[src/rtl/rc_pkg.sv]
// Shared definitions for the relational cache routing blocks.
// Default demux geometry and destination mode encoding.
package rc_pkg;

    localparam int DEMUX_DEF_DATA_W = 16;
    localparam int DEMUX_DEF_N_OUT  = 16;

    typedef enum logic {
        DEST_UNICAST   = 1'b0,
        DEST_MULTICAST = 1'b1
    } dest_mode_e;

endpackage

[src/rtl/stream_demux_sel_to_mask.sv]
// Destination decoder: unicast index or multicast mask to a target bitmask.
// Out-of-range unicast indices decode to an empty mask.
module sel_to_mask
    import rc_pkg::*;
#(
    parameter int N_OUT = DEMUX_DEF_N_OUT,
    parameter int SEL_W = $clog2(N_OUT)
) (
    input  logic [SEL_W-1:0] i_sel,
    input  logic             i_mcast,
    input  logic [N_OUT-1:0] i_mask,
    output logic [N_OUT-1:0] o_tgt
);

    logic [N_OUT-1:0] uni_mask;
    dest_mode_e       mode;

    // Only indices below N_OUT have a decoder bit, so larger selects match nothing.
    generate
        for (genvar gi = 0; gi < N_OUT; gi++) begin : g_onehot
            assign uni_mask[gi] = (i_sel == SEL_W'(gi));
        end
    endgenerate

    assign mode = dest_mode_e'(i_mcast);

    always_comb begin
        o_tgt = uni_mask;
        if (mode == DEST_MULTICAST) begin
            o_tgt = i_mask;
        end
    end

endmodule

[src/rtl/stream_demux.sv]
// Registered 1-to-N stream demultiplexer with per-channel valid/ready,
// multicast delivery and a saturating count of undeliverable beats.
module stream_demux
    import rc_pkg::*;
#(
    parameter int DATA_W = DEMUX_DEF_DATA_W,
    parameter int N_OUT  = DEMUX_DEF_N_OUT,
    parameter int SEL_W  = $clog2(N_OUT),
    parameter int CNT_W  = 8
) (
    input  logic                    i_clk,
    input  logic                    i_rstn,
    input  logic                    i_valid,
    output logic                    o_ready,
    input  logic [DATA_W-1:0]       i_din,
    input  logic [SEL_W-1:0]        i_sel,
    input  logic                    i_mcast,
    input  logic [N_OUT-1:0]        i_mask,
    output logic [N_OUT*DATA_W-1:0] o_dout,
    output logic [N_OUT-1:0]        o_valid,
    input  logic [N_OUT-1:0]        i_ready,
    output logic                    o_drop,
    output logic [CNT_W-1:0]        o_drop_cnt
);

    logic [DATA_W-1:0] data_reg;
    logic [N_OUT-1:0]  pend_reg;
    logic              drop_reg;
    logic [CNT_W-1:0]  drop_cnt_reg;

    logic [N_OUT-1:0]  rem_mask;
    logic [N_OUT-1:0]  tgt_mask;
    logic              accept;

    sel_to_mask #(
        .N_OUT (N_OUT),
        .SEL_W (SEL_W)
    ) u_sel_to_mask (
        .i_sel   (i_sel),
        .i_mcast (i_mcast),
        .i_mask  (i_mask),
        .o_tgt   (tgt_mask)
    );

    // Ready is combinational from i_ready so a fully drained beat can be
    // replaced in the same cycle its last copy is taken.
    assign rem_mask = pend_reg & ~i_ready;
    assign o_ready  = (rem_mask == '0);
    assign accept   = i_valid && o_ready;

    always_ff @(posedge i_clk or negedge i_rstn) begin
        if (!i_rstn) begin
            data_reg     <= '0;
            pend_reg     <= '0;
            drop_reg     <= 1'b0;
            drop_cnt_reg <= '0;
        end else if (accept) begin
            if (tgt_mask != '0) begin
                data_reg <= i_din;
                pend_reg <= tgt_mask;
                drop_reg <= 1'b0;
            end else begin
                pend_reg <= '0;
                drop_reg <= 1'b1;
                if (drop_cnt_reg != '1) begin
                    drop_cnt_reg <= drop_cnt_reg + 1'b1;
                end
            end
        end else begin
            pend_reg <= rem_mask;
            drop_reg <= 1'b0;
        end
    end

    assign o_valid    = pend_reg;
    assign o_drop     = drop_reg;
    assign o_drop_cnt = drop_cnt_reg;

    generate
        for (genvar gi = 0; gi < N_OUT; gi++) begin : g_dout
            assign o_dout[gi*DATA_W +: DATA_W] = pend_reg[gi] ? data_reg : '0;
        end
    endgenerate

endmodule

[config.mk]
export PLATFORM = sky130hd
export DESIGN_NAME = stream_demux
export DESIGN_NICKNAME = d
export VERILOG_FILES = /design/src/rtl/rc_pkg.sv /design/src/rtl/stream_demux_sel_to_mask.sv /design/src/rtl/stream_demux.sv
export SDC_FILE = /design/constraint.sdc
export NUM_CORES = 1
export LEC_CHECK = 0
export CAP_MARGIN = 5
export CORE_AREA = 2 2 133 135
export CTS_CLUSTER_DIAMETER = 100
export DETAILED_ROUTE_END_ITERATION = 12
export DIE_AREA = 0 0 135 137
export PLACE_DENSITY = 0.62
export SLEW_MARGIN = 40
export SYNTH_ARGS = -nofsm -noshare
export SYNTH_HDL_FRONTEND = slang
export SYNTH_HIERARCHICAL = 1
export SYNTH_SLANG_ARGS = --single-unit
[constraint.sdc]
create_clock -name i_clk -period 2.3 [get_ports i_clk]
set_input_delay 0.46 -clock i_clk [delete_from_list [all_inputs] [get_ports i_clk]]
set_output_delay 0.46 -clock i_clk [all_outputs]
set_load 0.02 [all_outputs]
==> impl_results.md, run 1 <==
* Status: finished with violations
* Failing checks: negative setup slack
* Commonest non-fill, non-tap cell in the layout: clkdlybuf4s50_1
* Synth area leader: and2_1
* Starting Density at roughly 22%
* RSZ-0062 raised after global routing: true
* WHS at 0.0186 ns
* CP endpoint kind: flip-flop
* PnR worst setup slack at -0.0357 ns
* Largest net degree at the start of global routing at 33
* Layout cells sized above 1 at 19.6%
* Initial antenna violation count at 1
* Number of I/O port buffers at 337
* Final slew viol count at 0
* Placed insts at about 1100
* Post-layout minimum cycle time at about 2.3 ns
* Min-Delay Path Class: in -> async
* Post-DP HPWL at between 10 and 15 mm
* Worst Setup Start Kind: primary input
* Layout fillers at between 1500 and 2000
* H-tree levels at 2
* Grt met3 use at ~5.3%
* Most frequent cells in the layout: clkdlybuf4s50_1 (316), and2_1 (257), buf_4 (63), dfrtp_1 (25)
* DRT iter0 DRCs at 115
* CTS tree: built
* Gr ovfl total at 0
* P_leak at 3.73 nW
* Vias at around 4600
* WL per Instance at ~18 um
* Finished Layout Cells at 1073
* Routed WL at 19.6 mm
* First-pass GRT wire length at 27.9 mm
* Post-Syn Area at 3750 um2
* Die footprint at about 18000 um2
* R2r setup slk at 0.19 ns
* Vias/cell at 4.30
* Yosys reg bits at 41
* Gr busiest metal: met2
* CTS Buf Count at 5
* Final hold vios at 0
* Nets at 904
* Area grow syn2layout at 126%
* Maximum VDD drop at 0.753 mV
* Most frequent CP cell: nor4_2
* Clock Skew at 0.00925 ns
* Vias in the first global route at 4484
* Actual slew at the worst max-slew pin at approximately 0.60 ns
* Chip height at 137 um
* CP peak stage delay at approximately 0.41 ns
* Hold-fix buffers at CTS at 0
* First drt pass iteration count at 4
* Net Count, Synth at 525
* Arr. time, crit path at between 2 and 3 ns
* Final GP Congestion at 0.891
* Max clock buf depth at 2
* Final ANT Viol Nets at 0
* Clock sink count at 41
* Fmax at 428 MHz
* Antenna cells at 0
* Number of synthesis warnings at 6
* Synth top area cells: and2_1 (43%), dfrtp_1 (27%), mux2_1 (5.4%), clkbuf_1 (3.5%), a21o_1 (3.2%)
* Clk Latency, worst-skew pair at 0.29 ns
* Critical-path cell list: clkdlybuf4s50_1 > nand2_1 > o31ai_2 > nor4_2 > and4_4 > buf_4 > nand3_2 > nor4_2 > mux2_1
* Slew margin rel. at 59.5%
* Post-Syn Instances at approximately 470
* Max Fanout on Critical Path at 2
* Register Area at 1050 um2
* Die width at 135 um
* Drt drc at 0
* CTS Root Cell: clkbuf_16
* Row count at 48
* Worst EP required at 2.47 ns
* Ports at 338
* Area of the multi-input gates at slightly below 3000 um2
* GRT met1 Usage at 21.8%
* GR met2 Demand/Resource at 38.5%
* GRT Overall Usage at about 20%
* WS Path Type: in -> reg
* Slowest CP cell: clkdlybuf4s50_1
* Pwr Total at 9.05 mW
* Worst-path clk slew at 0.06 ns
* Seq/Total Area, Yosys at 27.4%
* Mean Syn Cell Area at 8.02 um2
* Fin crit share at 102%
* Count of cell types in the netlist at 30
* Final count of negative-setup-slack endpoints at 3
* Core Footprint at 17100 um2
* Number of max-cap violations at 0
* Power per cell area at roughly 1100 nW/um2
* Top cell type's share of synthesized area at 42.9%
==> worst paths after layout <==
| check | from | to | depth (start not counted) |
|---|---|---|---|
| max in group asynchronous | i_rstn | data_reg[15] | 2 |
| max reg2reg | o_valid[14] | data_reg[3] | 9 |
| min in group i_clk | i_ready[14] | o_valid[14] | 3 |
| max | i_mask[13] | o_drop_cnt[6] | 9 |
| min reg2reg | o_drop_cnt[0] | o_drop_cnt[0] | 1 |
| min | i_rstn | o_drop_cnt[5] | 1 |
==> through the flow <==
step,area (um2),setup TNS [ns],util [%],setup WS (ns)
after floorplan,3750,0,-,0.0315
after global placement,7710,-20.61,45.2,-0.582
after detailed placement,7710,-22.67,45.2,-0.623
after CTS,8280,-0.371,48.5,-0.0487
after global routing,8490,-0.434,49.8,-0.135
final,8490,-0.0646,49.8,-0.0357
==> per-layer routing <==
layer,part of all wire [%],vias up
met1,37,2150
met3,7.8,16
met5,0,-
li1,-,2253
met2,54,198
met4,1.2,0
==> Yosys cell counts <==
cell and n:
nor2b_1 16, and3_1 1, nand4_1 2, buf_4 1
nand2_1 23, nor4_1 8, nand2b_1 5, nor2_1 2
nor3_4 1, mux2_1 18, a21o_1 16, and4_1 1
nor4_4 2, ha_1 1, nand3_1 4, and4bb_1 1
or4_1 1, buf_2 1, o31ai_1 10, clkbuf_1 35
or3_1 1, and2_1 257, inv_1 1, buf_6 1
nor3_1 4, o41ai_1 6, o21ai_1 1, dfrtp_1 41
nand3_2 1, xor2_1 6
==> power by group <==
group | switching (mW) | internal (mW) | leakage [nW]
Sequential | 0.753 | 0.989 | 0.514
Combinational | 3.13 | 3.37 | 3.14
Clock | 0.295 | 0.515 | 0.0810
==> critical path: cells and delay by family <==
kind	cells	cell delay, ns
buffers and inverters	2	0.53
muxes	1	0.35
and+or+nand+nor	5	1.09
AOI/OAI and AO/OA	1	0.08
==> kinds of logic after synthesis <==
logic type      share of synthesized area (%)
compound gates                           6.74
mux                                      5.40
buf+inv                                  4.24
xor+xnor                                 1.40
flops                                    27.4
fa+ha+maj                               0.334
simple gates                             54.5
==> what timing repair did <==
item | CTS | global route
setup buffers | 9 | 3
gates resized for setup | 88 | 62
gates cloned | 3 | 0
endpoints found under the hold margin | 0 | 0
pin swaps | 9 | 18
endpoints found under the setup margin | 81 | 172
==> area by class of cell <==
type / instances / share of cell area, %
Sequential cell: 41 / 12.3
Multi-Input combinational cell: 388 / 34.6
Clock inverter: 2 / 0.457
Timing Repair Buffer: 410 / 47.7
Tap cell: 225 / 3.32
Clock buffer: 6 / 1.52
Inverter: 1 / 0.0442
No activity file was read; power rests on OpenSTA's default activity.
==> run 2, diff against run 1 <==
--- a/config.mk
+++ b/config.mk
@@ -12,2 +12,3 @@
 export DIE_AREA = 0 0 135 137
+export HOLD_SLACK_MARGIN = 0.02
 export PLACE_DENSITY = 0.62
==> constraint.sdc (replaced) <==
create_clock -name i_clk -period 2.3 [get_ports i_clk]
set_input_delay 0.345 -clock i_clk [delete_from_list [all_inputs] [get_ports i_clk]]
set_output_delay 0.345 -clock i_clk [all_outputs]
set_load 0.02 [all_outputs]
==> impl_results.md, run 2 (synthesis gave the netlist of run 1 again) <==
* Routed met3 length at 1.50 mm
* Drt drc at 0
* Die width at roughly 140 um
* Layout fillers at 1713
* WL met2 at roughly 10 mm
* Status: complete, no violations
* Worst Setup Start Kind: primary input
* P_int at 4.48 mW
* Sw Ratio at 47.4%
* Min-Delay Path Class: in -> async
* Worst EP required at 2.47 ns
* Clock power frac at 9.6%
* Fmax at around 450 MHz
* Net switching power at between 4 and 5 mW
* Max Fanout on Critical Path at 9
* Delay-heaviest family, CP: buffers and inverters
* Placed insts at 1051
* Number of I/O port buffers at 337
* Final count of negative-setup-slack endpoints at 0
* Most frequent cells in the layout: clkdlybuf4s50_1 (330), and2_1 (257), buf_4 (58), dfrtp_1 (39), nand2_1 (23)
* CP endpoint kind: flip-flop
* CTS Root Cell: clkbuf_16
* Design Area, Final at 8180 um2
* Routed WL at 19.3 mm
* Final GP Congestion at 0.909
* Top Metal Used: met4
* Part of the power in registers at roughly a fifth
* First drt pass iteration count at 4
* Vias at 4501
* Final slew viol count at 0
* Clock sink count at 41
* WS Path Type: in -> reg
* H-tree levels at 2
* Vias in the first global route at 4279
* Area grow syn2layout at 118%
* Antenna cells at 0
* CP bufs+invs at 4
* Gr ovfl total at 0
* Maximum VDD drop at 0.402 mV
* Initial antenna violation count at 0
* P_leak at 3.50 nW
* Final core occ at 47.9%
* Fin Setup TNS at 0 ns
* Finished Layout Cells at 1065
* Final hold vios at 0
* Max clock buf depth at 2
* Ports at 338
* Largest net degree at the start of global routing at 34
* Power per cell area at around 1000 nW/um2
* Arr. time, crit path at between 2 and 2.5 ns
* Layout cells sized above 1 at 12.9%
* Pre-CTS setup slack at -0.591 ns
* Chip height at ~140 um
* Number of max-cap violations at 0
* Starting Density at 22.0%
* Post-detailed-placement cell area at 7710 um2
* Clock Skew at 0.00564 ns
* Vias/cell at about 4.2
* Area of the multi-input gates at ~2800 um2
* Wire length on met1 at 7.64 mm
* Die footprint at 18500 um2
* Slowest CP cell: o41ai_2
* Clk Latency, worst-skew pair at 0.29 ns
* Post-layout minimum cycle time at 2.23 ns
* Core Footprint at about 17000 um2
* CP peak stage delay at 0.43 ns
* Final ANT Viol Nets at 0
* Gate power share at 70.6%
* Actual slew at the worst max-slew pin at 0.621 ns
* CTS tree: built
* Commonest non-fill, non-tap cell in the layout: clkdlybuf4s50_1
* Nets at roughly 900
* PnR worst setup slack at 0.0688 ns
* WL per Instance at roughly 18 um
* WHS at 0.426 ns
* DRT iter0 DRCs at 99
* First-pass GRT wire length at 27.5 mm
* RSZ-0062 raised after global routing: false
* Register Area at 1030 um2
* Row count at 48
* Worst-path clk slew at 0.06 ns
* Pwr Total at 8.51 mW
* GRT Overall Usage at about 20%
* Slew margin rel. at just under 60%
* Critical-path cell list: dlygate4sd2_1 > buf_4 > o41ai_2 > nor4_2 > and4_4 > nor3_4 > buf_6 > buf_16 > mux2_1
* Post-DP HPWL at 14.6 mm
* Fin crit share at a little over nine tenths
* CTS Buf Count at 5
-- run 2: cell types whose count changed in the layout (fill, tap and decap cells not counted), moves of 6 or more --
cell	before	now
nand2_2	6	0
dlymetal6s2s_1	12	0
mux2_4	16	0
mux2_1	2	18
clkdlybuf4s50_1	316	330
nand2_1	15	23
nor2b_1	9	16
dfrtp_1	25	39
dfrtp_2	16	2
-- run 2: timing repair --
| item | CTS | global route |
|---|---|---|
| gates cloned | 2 | 0 |
| hold buffers | 1 | 0 |
| hold endpoints to repair | 8 | 0 |
| buffers inserted | 2 | 1 |
| gates resized for setup | 40 | 16 |
| pin swaps | 4 | 7 |
| endpoints found under the setup margin | 35 | 36 |
-- run 2: final timing paths --
kind,startpoint,to,slack (ns),cells past startpoint
max reg2reg,o_valid[13],data_reg[7],0.16,8
min reg2reg,o_drop_cnt[4],o_drop_cnt[4],0.51,1
min in group i_clk,o_drop_cnt[4],o_drop_cnt[4],0.51,1
max,i_sel[2],data_reg[7],0.07,9
min,i_rstn,o_drop_cnt[3],0.43,2
max in group asynchronous,i_rstn,data_reg[7],1.17,3
-- run 2: metal layers --
metal / up-vias / track usage [%]
met5: - / 0
met4: 0 / 3.30
met3: 12 / 5.59
met2: 185 / 36.4
met1: 2060 / 23.1
li1: 2244 / -
-- run 2: cell type report --
cell class                      instances  share of cell area (%)
Clock buffer                            6                    1.58
Inverter                                1                  0.0459
Tap cell                              225                    3.44
Multi-Input combinational cell        388                    33.9
Clock inverter                          2                   0.474
Timing Repair Buffer                  402                    47.9
Sequential cell                        41                    12.6
-- run 2: power by group through the flow --
stage	combinational, mW	sequential, mW	clock [mW]
final	6.01	1.69	0.816
after global routing	6.37	1.81	0.864
after CTS	6.04	1.73	0.834
after detailed placement	5.89	1.74	0
after global placement	5.87	1.74	0
after floorplan	2.95	1.37	0
==> run 3, diff against run 2 <==
Settings changed: SLEW_MARGIN 40 to not set.
==> results of run 3 <==
Same layout as run 2: the final DEF is identical, and so are final timing and power.
